--- src/rtl/pc_sequencer_if.sv ---
// Bus between the control unit and the program-counter sequencer.
// The master drives the update request. The slave (the sequencer) returns
// the fetch address and the return-address-stack status.
interface pc_sequencer_if #(
  parameter int WIDTH     = 32,
  parameter int RAS_DEPTH = 4
);
  localparam int CNT_W = $clog2(RAS_DEPTH) + 1;

  logic             we;
  logic [2:0]       mode;
  logic [WIDTH-1:0] data;
  logic [15:0]      imm;
  logic             clrFault;
  logic [WIDTH-1:0] dout;
  logic [CNT_W-1:0] rasCount;
  logic             rasEmpty;
  logic             rasFull;
  logic             fault;

  modport master (
    output we, mode, data, imm, clrFault,
    input  dout, rasCount, rasEmpty, rasFull, fault
  );

  modport slave (
    input  we, mode, data, imm, clrFault,
    output dout, rasCount, rasEmpty, rasFull, fault
  );
endinterface

--- src/rtl/pc_sequencer.sv ---
// Program-counter sequencer with a circular return-address stack.
// The next PC is selected from: sequential, relative branch, absolute jump,
// call, or return. Every computed target is word aligned.
module pc_sequencer #(
  parameter int               WIDTH        = 32,
  parameter logic [WIDTH-1:0] RESET_VECTOR = '0,
  parameter int               INC          = 4,
  parameter int               RAS_DEPTH    = 4
) (
  input logic             i_clk,
  input logic             i_reset_n,
  pc_sequencer_if.slave   bus
);
  localparam int               PTR_W      = $clog2(RAS_DEPTH);
  localparam int               CNT_W      = PTR_W + 1;
  localparam logic [CNT_W-1:0] CNT_MAX    = CNT_W'(RAS_DEPTH);
  localparam logic [WIDTH-1:0] ALIGN_MASK = {{(WIDTH-2){1'b1}}, 2'b00};
  localparam logic [WIDTH-1:0] INC_W      = WIDTH'(INC);

  typedef enum logic [2:0] {
    MODE_SEQ    = 3'b000,
    MODE_BRANCH = 3'b001,
    MODE_JUMP   = 3'b010,
    MODE_CALL   = 3'b011,
    MODE_RET    = 3'b100
  } mode_t;

  logic [WIDTH-1:0] r_pc;
  logic [PTR_W-1:0] r_ptr;
  logic [CNT_W-1:0] r_count;
  logic             r_fault;
  logic [WIDTH-1:0] r_ras [RAS_DEPTH];

  mode_t            w_mode;
  logic [WIDTH-1:0] w_seq;
  logic [WIDTH-1:0] w_immExt;
  logic [WIDTH-1:0] w_offset;
  logic [WIDTH-1:0] w_branch;
  logic [WIDTH-1:0] w_pcNext;
  logic [PTR_W-1:0] w_ptrNext;
  logic [CNT_W-1:0] w_countNext;
  logic             w_faultSet;
  logic             w_faultNext;
  logic             w_push;

  assign w_mode   = mode_t'(bus.mode);
  assign w_seq    = r_pc + INC_W;
  assign w_immExt = WIDTH'($signed(bus.imm));
  assign w_offset = w_immExt << 2;
  assign w_branch = w_seq + w_offset;

  // Next-PC selection and stack bookkeeping; a stall holds everything.
  always_comb begin
    w_pcNext    = r_pc;
    w_ptrNext   = r_ptr;
    w_countNext = r_count;
    w_faultSet  = 1'b0;
    w_push      = 1'b0;
    if (bus.we) begin
      case (w_mode)
        MODE_SEQ:    w_pcNext = w_seq & ALIGN_MASK;
        MODE_BRANCH: w_pcNext = w_branch & ALIGN_MASK;
        MODE_JUMP:   w_pcNext = bus.data & ALIGN_MASK;
        MODE_CALL: begin
          w_push    = 1'b1;
          w_pcNext  = bus.data & ALIGN_MASK;
          w_ptrNext = r_ptr + 1'b1;
          if (r_count != CNT_MAX) begin
            w_countNext = r_count + 1'b1;
          end
        end
        MODE_RET: begin
          if (r_count != '0) begin
            w_pcNext    = r_ras[r_ptr] & ALIGN_MASK;
            w_ptrNext   = r_ptr - 1'b1;
            w_countNext = r_count - 1'b1;
          end else begin
            w_pcNext   = w_seq & ALIGN_MASK;
            w_faultSet = 1'b1;
          end
        end
        default: w_faultSet = 1'b1;
      endcase
    end
    if (w_faultSet) begin
      w_faultNext = 1'b1;
    end else if (bus.clrFault) begin
      w_faultNext = 1'b0;
    end else begin
      w_faultNext = r_fault;
    end
  end

  // PC, stack pointer, entry count and sticky fault register.
  always_ff @(posedge i_clk or negedge i_reset_n) begin
    if (!i_reset_n) begin
      r_pc    <= RESET_VECTOR;
      r_ptr   <= '0;
      r_count <= '0;
      r_fault <= 1'b0;
    end else begin
      r_pc    <= w_pcNext;
      r_ptr   <= w_ptrNext;
      r_count <= w_countNext;
      r_fault <= w_faultNext;
    end
  end

  // Stack storage; a push into a full stack overwrites the oldest entry.
  always_ff @(posedge i_clk) begin
    if (w_push) begin
      r_ras[w_ptrNext] <= w_seq & ALIGN_MASK;
    end
  end

  assign bus.dout     = r_pc;
  assign bus.rasCount = r_count;
  assign bus.rasEmpty = (r_count == '0);
  assign bus.rasFull  = (r_count == CNT_MAX);
  assign bus.fault    = r_fault;
endmodule

--- src/flat_wrapper.sv ---
// flat-port wrapper written by rule: the top's interface ports become plain ports
module pc_sequencer_flat 
#(
  parameter int               WIDTH        = 32,
  parameter logic [WIDTH-1:0] RESET_VECTOR = '0,
  parameter int               INC          = 4,
  parameter int               RAS_DEPTH    = 4
)
  (i_clk, i_reset_n, bus_we, bus_mode, bus_data, bus_imm, bus_clrFault, bus_dout, bus_rasCount, bus_rasEmpty, bus_rasFull, bus_fault);
  pc_sequencer_if #(.WIDTH(WIDTH), .RAS_DEPTH(RAS_DEPTH)) bus_i ();
  input logic i_clk;
  input logic i_reset_n;
  input wire logic [$bits(bus_i.we)-1:0] bus_we;
  input wire logic [$bits(bus_i.mode)-1:0] bus_mode;
  input wire logic [$bits(bus_i.data)-1:0] bus_data;
  input wire logic [$bits(bus_i.imm)-1:0] bus_imm;
  input wire logic [$bits(bus_i.clrFault)-1:0] bus_clrFault;
  output wire logic [$bits(bus_i.dout)-1:0] bus_dout;
  output wire logic [$bits(bus_i.rasCount)-1:0] bus_rasCount;
  output wire logic [$bits(bus_i.rasEmpty)-1:0] bus_rasEmpty;
  output wire logic [$bits(bus_i.rasFull)-1:0] bus_rasFull;
  output wire logic [$bits(bus_i.fault)-1:0] bus_fault;
  assign bus_i.we = bus_we;
  assign bus_i.mode = bus_mode;
  assign bus_i.data = bus_data;
  assign bus_i.imm = bus_imm;
  assign bus_i.clrFault = bus_clrFault;
  assign bus_dout = bus_i.dout;
  assign bus_rasCount = bus_i.rasCount;
  assign bus_rasEmpty = bus_i.rasEmpty;
  assign bus_rasFull = bus_i.rasFull;
  assign bus_fault = bus_i.fault;
  pc_sequencer #(.WIDTH(WIDTH), .RESET_VECTOR(RESET_VECTOR), .INC(INC), .RAS_DEPTH(RAS_DEPTH)) u_core (.i_clk(i_clk), .i_reset_n(i_reset_n), .bus(bus_i));
endmodule
--- config.mk ---
export PLATFORM = sky130hd
export DESIGN_NAME = pc_sequencer_flat
export DESIGN_NICKNAME = d
export VERILOG_FILES = /design/src/rtl/pc_sequencer_if.sv /design/src/rtl/pc_sequencer.sv /design/src/flat_wrapper.sv
export SDC_FILE = /design/constraint.sdc
export NUM_CORES = 1
export LEC_CHECK = 0
export ABC_AREA = 0
export ABC_CLOCK_PERIOD_IN_PS = 4900
export BUFFER_PORTS_ARGS = -buffer_cell sky130_fd_sc_hd__buf_2
export CORE_ASPECT_RATIO = 1.25
export CORE_MARGIN = 2
export CORE_UTILIZATION = 55
export CTS_CLUSTER_SIZE = 8
export DETAILED_ROUTE_END_ITERATION = 10
export GPL_ROUTABILITY_DRIVEN = 0
export PLACE_DENSITY_LB_ADDON = 0.1
export SETUP_SLACK_MARGIN = 0.4
export SYNTH_ARGS = -nofsm -noshare
export SYNTH_HDL_FRONTEND = slang
export SYNTH_SLANG_ARGS = --single-unit
--- constraint.sdc ---
create_clock -name i_clk -period 4.9 [get_ports i_clk]
set_input_delay 0.49 -clock i_clk [delete_from_list [all_inputs] [get_ports i_clk]]
set_output_delay 0.49 -clock i_clk [all_outputs]
set_load 0.02 [all_outputs]
; ---- Word-level counts from Yosys, hierarchy flattened
; Memory sizes are Yosys's and may differ from the RTL's.
; Index checks and enable logic that the tools add are counted.
[classes]
bitwise = 0
n_shift = 0
n_eq_ne = 8
magnitude_cmp = 0
addsub = 6
div_mod_pow = 0
n_mux = 17
reduce_logical = 10
mul = 0
[ops]
columns = op, n
row1 = 32-bit case mux with 4 select lines, 1
row2 = 32-bit by 3-bit adder with 32-bit output (second input constant), 1
row3 = 32-bit adder, 1
row4 = 32-bit two-way mux, 1
row5 = 1-bit two-way mux, 8
row6 = 3-bit by 2-bit equality test with 1-bit output (second input constant), 2
row7 = 3-bit equality test (second input constant), 2
row8 = 3-bit logical NOT, 2
row9 = 3-bit two-way mux, 2
row10 = 3-bit case mux with 2 select lines, 1
row11 = 2-bit two-way mux, 2
row12 = 2-bit by 1-bit inequality test with 1-bit output (second input constant), 2
row13 = 2-bit case mux with 2 select lines, 1
row14 = 4-bit AND reduction, 1
row15 = 2-bit nonzero test, 2
row16 = 4-bit nonzero test, 1
row17 = 4-bit OR reduction, 1
row18 = 3-bit by 1-bit adder with 3-bit output (second input constant), 1
row19 = 3-bit by 1-bit equality test with 1-bit output (second input constant), 1
row20 = 3-bit inequality test (second input constant), 1
row21 = 3-bit nonzero test, 1
row22 = 3-bit by 1-bit subtractor with 3-bit output (second input constant), 1
row23 = 2-bit by 1-bit adder with 2-bit output (second input constant), 1
row24 = 1-bit case mux with 2 select lines, 1
row25 = other kinds (3), 3
[word_totals]
mem_count = 1
output_inout_bits = 38
latchBits = 0
regBits = 38
mem_bits_rw = 120
mem_bits_ro = 0
word_cells = 46
[mem_list]
columns = name, depth, word_bits, rd, rd_ports_with_merged_regs, wr, line
row1 = u_core.r_ras, 4, 30, 1, 0, 1, pc_sequencer.sv:32  ; logic [WIDTH-1:0] r_ras [RAS_DEPTH];

; ---- Depth between registers and ports, before layout
; Gate-level depths: netlist of the first run.
[logic_depth]
depth_word = 5
mapped_depth = 16

; ---- Worst setup path before layout of the first run
; No wires, ideal clock.
[synth_path]
kind = register -> register
start = register u_core.r_ptr[0]
end = memory u_core.r_ras[3][0] (netlist bit), enable pin
path_buffers = 3
arrival_time_ps = 3960
t_required_ps = 4439
path_slack_ps = 479
path_stages_with_launch = 9
path_cell_list = dfrtp_1 -> buf_2 -> buf_2 -> clkbuf_1 -> nand2_1 -> o21ai_0 -> nand2_1 -> xnor2_1 -> nor3b_1
[synth_between]
elab_chain_cells = 4
word_cells_on_any_way = 5
cone_classes = 2 x add/sub / 3 x mux
[synth_lines]
columns = item, line
row1 = "start, declared", pc_sequencer.sv:29  ; logic [PTR_W-1:0] r_ptr;
row2 = "start signal, assigned", pc_sequencer.sv:103  ; r_ptr <= w_ptrNext;
row3 = 2-bit by 1-bit subtractor with 2-bit output, pc_sequencer.sv:75  ; w_ptrNext = r_ptr - 1'b1;
row4 = 2-bit two-way mux, pc_sequencer.sv:73  ; if (r_count != '0) begin
row5 = 2-bit case mux with 2 select lines (*), pc_sequencer.sv:60  ; case (w_mode)
row6 = 2-bit two-way mux (*), pc_sequencer.sv:59  ; if (bus.we) begin
row7 = via u_core.w_ptrNext[1], pc_sequencer.sv:40  ; logic [PTR_W-1:0] w_ptrNext;
row8 = "end, declared", pc_sequencer.sv:32
; Mark *: on every way through the listed nets, which the timed path passes. The rest lies on a longest branch.

; ---- Worst setup path in the final report of the first run
[layout_path]
start = register u_core.r_pc[5] (netlist: u_core.bus.dout[5])
end = register u_core.r_pc[31] (netlist: u_core.bus.dout[31])
[layout_between]
elab_chain_cells = 3
word_cells_on_any_way = 4
cone_classes = 2 x add/sub / 2 x mux
[layout_lines]
columns = item, line
row1 = "start, declared", pc_sequencer.sv:28  ; logic [WIDTH-1:0] r_pc;
row2 = "start signal, assigned", pc_sequencer.sv:102  ; r_pc <= w_pcNext;
row3 = 32-bit by 3-bit adder with 32-bit output, pc_sequencer.sv:47  ; assign w_seq = r_pc + INC_W;
row4 = via u_core.w_seq[24], pc_sequencer.sv:35  ; logic [WIDTH-1:0] w_seq;
row5 = 32-bit adder, pc_sequencer.sv:50  ; assign w_branch = w_seq + w_offset;
row6 = 32-bit case mux with 4 select lines, pc_sequencer.sv:60
; The timed path passes the listed nets, and every way through them passes these cells.
; A chain may end at the register's enable or synchronous reset.

==> results.cfg, run 1 <==
[placed_design]
placed_cell_area_mm2 = 0.009369
placement.io_buffers = 88
dp_wirelength_um = 15130
placed_cells = 999

[clock_network]
clock_tree.root_cell = clkbuf_16
clock_sink_total = 156
htreeDepth = 4
tritoncts_clock_tree = yes
cts-buffers-inserted = 17
clk_transition_reported_paths_ns = 0.06
post-cts-setup-buffer-count = 0
cts-root-to-sink-buffers = 2
clock_latency_ns = 0.42

[routing]
drcViolationCount = 0
via_per_inst = 6.345
routed_wire_length_per_instance_um = 22.28
vias = 6542
postRouteWirelength_um = 22980
final_antenna_net_count = 0
drt_iter0_drc = 698
detail_route.first_pass.iterations = 5

[layout]
insertedDiodeCount = 0
final_design_area_no_fill_mm2 = 0.009916
fin_nets = 895
area_growth_pct = 14.01
most-common-layout-cells = edfxtp_1, buf_2, a21oi_1, nor2_1, nand2_1
layout.cells.non_filler = 1031
final_design_utilization_pct = 63.95
final_layout_size_suffix_gt1_share_pct = 21.86
layout.cells.most_common = edfxtp_1

[global_route]
grt_max_degree = 37
grt_pass1_vias = 6603
grt_antenna_before_repair = 0
grt_pass1_wl_um = 36210
grt_remaining_overflow = 0
track_usage_pct = 28.96

[synth]
async_flop_share_pct = 23.08
yosysWarningCount = 0
synth_seq_cells = 156
postSynthCellCount = 721
synth-edff-count = 120
ys.flop_type = edfxtp_1
avgSynthCellArea_um2 = 12.06
synth.yosys.seq_area_share_pct = 51.79
synthesis.area_mm2 = 0.008697
synthDistinctLibCells = 68

[setup_path]
worstPathRequired_ns = 5.24
critPathCaptureType = flip-flop
worstPathArrival_ns = 4.65
worst_path_class_setup = flip-flop to flip-flop
worstPathMaxFanout = 8
cp-start-kind = flip-flop

[timing]
achievable_clock_frequency_ghz = 0.2322
hold_slack_ns = 0.2170
rsz0062_at_grt = true
max-slew-margin-rel_pct = 30.49
finalCriticalPeriod_ns = 4.307
final_hold_viol_count = 0
final_min_period_over_clock_period_pct = 87.90
fin_skew_ns = 0.007860
setup_violations = 0
max_slew.worst_pin.slew_ns = 1.043
slew_viol_final = 0
setup-tns-final_ns = 0

[floorplanning]
die_boundary_width_um = 116.5
die-area_mm2 = 0.01684
fp.dieH_um = 144.6
core_footprint_mm2 = 0.01551
rows = 51
floorplan.initialDensity_pct = 56.09
top_level_ports = 93

[power]
power_density_mw_per_mm2 = 541.2
power.static_leakage_nw = 3.667
worst_ir_drop_vdd_mv = 0.3087

[outcome]
status = completed

[hold_path]
hp-class = primary input to async pin

[job]
drv.max_cap_violation_count = 0
what timing repair did:
action	in CTS	in global routing
endpoints found under the setup margin	0	1
resized for setup	0	2
hold buffers	0	0
area by class of cell:
cell class | instances | area [um^2]
clock inverters | 14 | 103.9
repair buffers | 102 | 545.5
inverters | 20 | 75.07
well taps | 212 | 265.3
flip-flops and latches | 156 | 4506
multi-input cells | 509 | 3991
fillers | 1238 | 5590
clock buffers | 18 | 429.2
metrics by stage:
step           power (W)  setup slack, ns
2_1_floorplan   0.003535           0.4790
3_3_place_gp    0.004064           0.8628
3_5_place_dp    0.004134           0.7500
4_1_cts         0.005353           0.6865
5_1_grt         0.005665           0.3785
6_report        0.005366           0.5929
worst paths after layout:
kind	start	end	slack, ns	depth (start not counted)
min in group i_clk	bus_clrFault	u_core.bus.fault	0.25	2
setup reg to reg	u_core.bus.dout[5]	u_core.bus.dout[31]	0.59	13
hold / removal	i_reset_n	u_core.bus.dout[3]	0.22	1
max in group asynchronous	i_reset_n	u_core.r_ptr[0]	4.04	1
hold reg to reg	u_core.bus.rasCount[0]	u_core.bus.rasCount[0]	0.52	1
setup / recovery	u_core.bus.dout[5]	u_core.bus.dout[31]	0.59	13
power by group:
group | internal, W | switching (W)
clock | 0.000688 | 0.000523
combinational | 0.000924 | 0.00130
sequential | 0.00169 | 0.000248
routing by layer:
layer	routed length (um)	part of all wire [%]	vias to the layer above	track usage, %
met4	325	1.4	0	8.521
li1	-	-	2974	-
met2	11360	49	273	47.86
met5	0	0	-	0
met1	9564	42	3266	39.09
met3	1729	7.5	29	5.490
sequential cells by signal (all words and copies together), names as in the netlist:
signal               count
u_core.bus.dout         30
u_core.bus.fault         1
u_core.bus.rasCount      3
u_core.r_ptr             2
u_core.r_ras           120
cells in the mapped netlist (5+ instances only):
| master | count | share of area [%] |
|---|---|---|
| nand2_1 | 49 | 2.1 |
| a21o_1 | 9 | 0.78 |
| nand4_1 | 11 | 0.79 |
| nand3_1 | 26 | 1.5 |
| xnor2_1 | 40 | 4.0 |
| a21oi_1 | 51 | 2.9 |
| nor4_1 | 5 | 0.36 |
| nor3b_1 | 5 | 0.43 |
| a31oi_1 | 7 | 0.50 |
| a221oi_1 | 20 | 2.0 |
| ha_1 | 32 | 4.6 |
| o21ai_0 | 32 | 1.8 |
| dfrtp_1 | 36 | 10 |
| and2_1 | 8 | 0.58 |
| edfxtp_1 | 120 | 41 |
| nor2_1 | 50 | 2.2 |
| a221o_1 | 15 | 1.7 |
| clkbuf_1 | 27 | 1.2 |
| nor3_1 | 10 | 0.58 |
| o21a_1 | 10 | 0.86 |
| xor2_1 | 18 | 1.8 |
| inv_1 | 20 | 0.86 |
| and3_1 | 8 | 0.58 |
| mux4_2 | 30 | 7.8 |
cell families after synthesis:
logic type / count (synthesis) / synth area share, %
fa+ha+maj: 34 / 5.064
buf+inv: 57 / 2.748
other cells: 1 / 0.04312
xor+xnor: 59 / 6.157
compound gates: 190 / 15.22
mux: 33 / 8.114
simple gates: 191 / 10.86
flops: 156 / 51.79
critical path, cell delays in order, from the launching register on:
cell     delay [ns]
dfrtp_1        0.50
nand4_1        0.31
nor2_1         0.38
nand4_1        0.26
xnor2_1        0.60
ha_1           0.44
a21o_1         0.22
a21o_1         0.17
a21o_1         0.19
nand3_1        0.09
a31oi_1        0.08
or3_2          0.46
or3_1          0.35
a31oi_1        0.18
Power figures use the tool's default switching activity.
==> inputs of run 2 (changes only) <==
Settings changed: PLACE_DENSITY set to 0.84, PLACE_DENSITY_LB_ADDON 0.1 to unset.
==> run 2 against run 1 <==
Against the previous run: sequential share of layout area is 0.13 points lower; routed wire length is 1.1% lower; highest routed layer unchanged; fmax is 0.33% higher; die area stayed put; first-iteration DRC count is 4.4% higher; clock power is 4% higher; non-clock buffer count stayed put; critical endpoint unchanged.
==> results.cfg, run 2 (synthesis results as in run 1) <==
[outcome]
status = completed

[clock_network]
htreeDepth = 4
cts-root-to-sink-buffers = 2
tritoncts_clock_tree = yes
clock_latency_ns = 0.44
clk_transition_reported_paths_ns = 0.06
post-cts-setup-buffer-count = 0
cts-buffers-inserted = 17
quantity_of_hold_fixing_buffers_added_after_cts = 0
clock_tree.root_cell = clkbuf_16
cts.repair.resized = 0
clock_sink_total = 156

[layout]
fin_nets = 895
layout.cells.most_common = edfxtp_1
regMostFlops = u_core.r_ras
area_growth_pct = 14.34
fillerInstances = 1167
most-common-layout-cells = edfxtp_1, buf_2, a21oi_1, nor2_1, nand2_1
final_design_area_no_fill_mm2 = 0.009945
multi_input_area_mm2 = 0.003985
largest_reg_flops = 120
regArea_mm2 = 0.004506
insertedDiodeCount = 0
final_layout_size_suffix_gt1_share_pct = 22.22

[setup_path]
worst_path_class_setup = flip-flop to flip-flop
cp-start-kind = flip-flop
worstPathArrival_ns = 4.65
worstPathMaxFanout = 7
worst_r2r_path_depth = 14
critPathCaptureType = flip-flop
worstPathRequired_ns = 5.26

[global_route]
track_usage_pct = 28.10
grt_max_degree = 37
grt_pass1_vias = 6454
grt_pass1_wl_um = 34690
grt_antenna_before_repair = 0
grt_remaining_overflow = 0

[timing]
final_min_period_over_clock_period_pct = 87.62
slew_viol_final = 0
rsz0062_at_grt = false
achievable_clock_frequency_ghz = 0.2329
max-slew-margin-rel_pct = 32.22
max_slew.worst_pin.slew_ns = 1.017
setup_violations = 0
finalCriticalPeriod_ns = 4.293
final_hold_viol_count = 0
fin_skew_ns = 0.007230
setup-tns-final_ns = 0
setup_slack_ns = 0.6069

[power]
power.static_leakage_nw = 3.688
worst_ir_drop_vdd_mv = 0.2633
power_density_mw_per_mm2 = 544.2

[job]
drv.max_cap_violation_count = 0

[routing]
final_antenna_net_count = 0
routed_wire_length_per_instance_um = 22.03
via_per_inst = 6.500
postRouteWirelength_um = 22720
detail_route.first_pass.iterations = 5
vias = 6701
drt_iter0_drc = 729
drcViolationCount = 0

[floorplanning]
die_boundary_width_um = 116.5
top_level_ports = 93
fp.dieH_um = 144.6
rows = 51
core_footprint_mm2 = 0.01551
die-area_mm2 = 0.01684
floorplan.initialDensity_pct = 56.09

[placed_design]
post-place-ws_ns = 0.7063
placed_cell_area_mm2 = 0.009369
dp_wirelength_um = 14950
placement.io_buffers = 88

[hold_path]
hp-class = primary input to async pin
[run 2: changes by cell type in the layout (fill, tap and decap cells not counted), sizes merged]
| cell | change |
|---|---|
| clkbuf | +1 |
| clkinv | -1 |
| clkinvlp | -1 |
| inv | +1 |
[run 2: final timing paths]
kind	startpoint	end	slack, ns
worst max-delay path	u_core.bus.dout[2]	u_core.bus.dout[31]	0.61
worst min register to register	u_core.bus.rasCount[2]	u_core.bus.rasCount[2]	0.50
worst min-delay path	i_reset_n	u_core.bus.dout[7]	0.21
max in group asynchronous	i_reset_n	u_core.r_ptr[0]	3.99
worst max register to register	u_core.bus.dout[2]	u_core.bus.dout[31]	0.61
min in group i_clk	bus_clrFault	u_core.bus.fault	0.27
[run 2: layout make-up]
class	instances	share of cell area (%)
clock inverters	13	1.158
flip-flops and latches	156	45.31
multi-input cells	509	40.07
inverters	20	0.7549
well taps	212	2.667
repair buffers	102	5.486
clock buffers	19	4.555
[run 2: layer usage]
layer / vias to the layer above / track usage (%) / wire length (um)
li1: 2976 / - / -
met1: 3303 / 37.10 / 8984
met2: 372 / 45.69 / 11170
met3: 50 / 4.987 / 1966
met4: 0 / 12.28 / 595
met5: - / 0 / 0
[run 2: critical path: stages (launching register included)]
cell and delay (ns):
dfrtp_1 0.44, ha_1 0.30, nand2_1 0.18, nor2_1 0.35, nand4_1 0.27, xnor2_1 0.54
ha_1 0.43, a21o_1 0.21, a21o_1 0.17, a21o_1 0.18, nand3_1 0.08, a31oi_1 0.09
or3_2 0.46, or3_1 0.35, a31oi_1 0.16
[run 2: metrics by stage]
| stage | utilization, % | cells | power (W) | hold WS [ns] |
|---|---|---|---|---|
| after detailed placement | 60.42 | 999 | 0.004110 | 0.4937 |
| after CTS | 64.08 | 1031 | 0.005382 | 0.2273 |
| final | 64.13 | 1031 | 0.005411 | 0.2126 |
| after global routing | 64.13 | 1031 | 0.005678 | 0.2647 |
| after global placement | 60.42 | 999 | 0.004054 | 0.4820 |
| after floorplan | - | 722 | 0.003535 | 0.1944 |
[run 2: report_power, final]
group          switching (W)  internal [W]  total [W]
Sequential          0.000234       0.00169    0.00192
Combinational        0.00130      0.000922    0.00223
Clock               0.000539      0.000725    0.00126
==> inputs of run 3 (changes only) <==
Settings changed: CORE_MARGIN 2 to unset, SKIP_LAST_GASP set to 1.
==> run 3 against run 2 <==
Against the previous run: global-route usage rose by 2.0 points; critical endpoint unchanged; clock skew rose by 0.0015 ns; largest power group unchanged; clock-buffer cell count rose by 2.
==> results.cfg, run 3 (synthesis results as in run 1) <==
[outcome]
status = completed

[clock_network]
tritoncts_clock_tree = yes
clock_latency_ns = 0.44
clock_sink_total = 156
cts-buffers-inserted = 17
post-cts-setup-buffer-count = 0
cts-root-to-sink-buffers = 2
clock_tree.root_cell = clkbuf_16
clk_transition_reported_paths_ns = 0.06
quantity_of_hold_fixing_buffers_added_after_cts = 0
cts.repair.resized = 0
htreeDepth = 4

[routing]
final_antenna_net_count = 0
detail_route.first_pass.iterations = 8
routed_wire_length_per_instance_um = 22.56
drt_iter0_drc = 647
via_per_inst = 6.660
drcViolationCount = 0
postRouteWirelength_um = 23260
vias = 6866

[placed_design]
placement.io_buffers = 88
dp_wirelength_um = 15290
post-place-ws_ns = 0.7640
placed_cells = 999

[layout]
insertedDiodeCount = 0
area_growth_pct = 14.77
fin_nets = 895
layout.cells.most_common = edfxtp_1
final_layout_size_suffix_gt1_share_pct = 22.22
most-common-layout-cells = edfxtp_1, buf_2, a21oi_1, nor2_1, nand2_1
largest_reg_flops = 120
layout.cells.non_filler = 1031
regMostFlops = u_core.r_ras

[power]
power.internal_w = 0.003419
p_clk_share_pct = 24.4
total_switching_power_w = 0.002105
power_frac_seq_pct = 35.6
power.static_leakage_nw = 3.698
comb_power_share_pct = 40.0
power.share.switching_pct = 38.10
worst_ir_drop_vdd_mv = 0.2628
power_density_mw_per_mm2 = 553.4

[job]
drv.max_cap_violation_count = 0

[setup_path]
worstPathRequired_ns = 5.26
critPathCaptureType = flip-flop
max_incr_delay_on_cp_ns = 0.54
critical_path_buf_inv_count = 0
cp_cell_sequence = ha_1 -> nand2_1 -> nor2_1 -> nand4_1 -> xnor2_1 -> ha_1 -> a21o_1 -> a21o_1 -> a21o_1 -> nand3_1 -> a31oi_1 -> or3_2 -> or3_1 -> a31oi_1
path_common_cell = a21o_1
worstPathArrival_ns = 4.62
cp-start-kind = flip-flop
worst_path_class_setup = flip-flop to flip-flop
worstPathMaxFanout = 7
worst_path_max_delay_cell = xnor2_1
path_delay_family = simple AND/OR/NAND/NOR gates

[hold_path]
hp-class = primary input to async pin

[timing]
setup-tns-final_ns = 0
achievable_clock_frequency_ghz = 0.2347
finalCriticalPeriod_ns = 4.260
fin_skew_ns = 0.008712
rsz0062_at_grt = false
hold_slack_ns = 0.2280
final_min_period_over_clock_period_pct = 86.94
max-slew-margin-rel_pct = 26.27
slew_viol_final = 0
final_hold_viol_count = 0
max_slew.worst_pin.slew_ns = 1.106
setup_slack_ns = 0.6399
setup_violations = 0

[floorplanning]
die_boundary_width_um = 114.5
top_level_ports = 93
rows = 51
floorplan.initialDensity_pct = 56.09
core_footprint_mm2 = 0.01551
die-area_mm2 = 0.01632
fp.dieH_um = 142.6

[global_route]
grt_pass1_vias = 6773
grt_max_degree = 37
grt_remaining_overflow = 0
track_usage_pct = 30.05
grt_antenna_before_repair = 0
grt_pass1_wl_um = 36470
-- run 3: changes by cell type in the layout (fill, tap and decap cells not counted), sizes merged --
cell,delta
clkinv,-5
clkbuf,+2
bufinv,+1
clkinvlp,+1
inv,+1
-- run 3: power by group through the flow --
| stage | sequential, W | clock, W | combinational (W) |
|---|---|---|---|
| floorplan | 0.00197 | 0 | 0.00157 |
| detailed placement | 0.00198 | 0 | 0.00214 |
| global placement | 0.00197 | 0 | 0.00208 |
| finish | 0.00197 | 0.00135 | 0.00221 |
| CTS | 0.00196 | 0.00136 | 0.00217 |
| global route | 0.00199 | 0.00141 | 0.00239 |
-- run 3: path summary, 6_finish.rpt --
path | start | to | slack [ns] | cells after the start
setup / recovery | u_core.bus.dout[2] | u_core.bus.dout[31] | 0.64 | 14
hold / removal | i_reset_n | u_core.bus.dout[29] | 0.23 | 1
setup reg to reg | u_core.bus.dout[2] | u_core.bus.dout[31] | 0.64 | 14
hold reg to reg | u_core.bus.rasCount[2] | u_core.bus.rasCount[2] | 0.51 | 1
max in group asynchronous | i_reset_n | u_core.r_ptr[0] | 3.99 | 1
min in group i_clk | bus_clrFault | u_core.bus.fault | 0.28 | 2
-- run 3: metrics by stage --
stage          utilization [%]  power [W]  cell area [um^2]
2_1_floorplan                -   0.003535              8701
3_3_place_gp             60.42   0.004057              9369
3_5_place_dp             60.42   0.004125              9369
4_1_cts                  64.38   0.005492              9982
5_1_grt                  64.38   0.005784              9982
6_report                 64.38   0.005524              9982
-- run 3: per-layer routing --
layer / vias up / wire, um / global-route usage [%]
li1: 2975 / - / -
met1: 3395 / 9045 / 39.14
met2: 416 / 11410 / 48.45
met3: 80 / 2047 / 6.516
met4: 0 / 754 / 13.33
met5: - / 0 / 0
-- run 3: worst reg2reg max path, stage by stage, from the launching register on --
cell     delay, ns
dfrtp_1       0.43
ha_1          0.27
nand2_1       0.17
nor2_1        0.36
nand4_1       0.28
xnor2_1       0.54
ha_1          0.42
a21o_1        0.21
a21o_1        0.17
a21o_1        0.18
nand3_1       0.08
a31oi_1       0.08
or3_2         0.48
or3_1         0.35
a31oi_1       0.16
-- run 3: area by class of cell --
class	instances	area [um^2]
Timing Repair Buffer	102	545.5
Inverter	20	75.07
Sequential cell	156	4506
Tap cell	212	265.3
Multi-Input combinational cell	509	3978
Fill cell	1128	5524
Clock inverter	11	132.6
Clock buffer	21	480.5
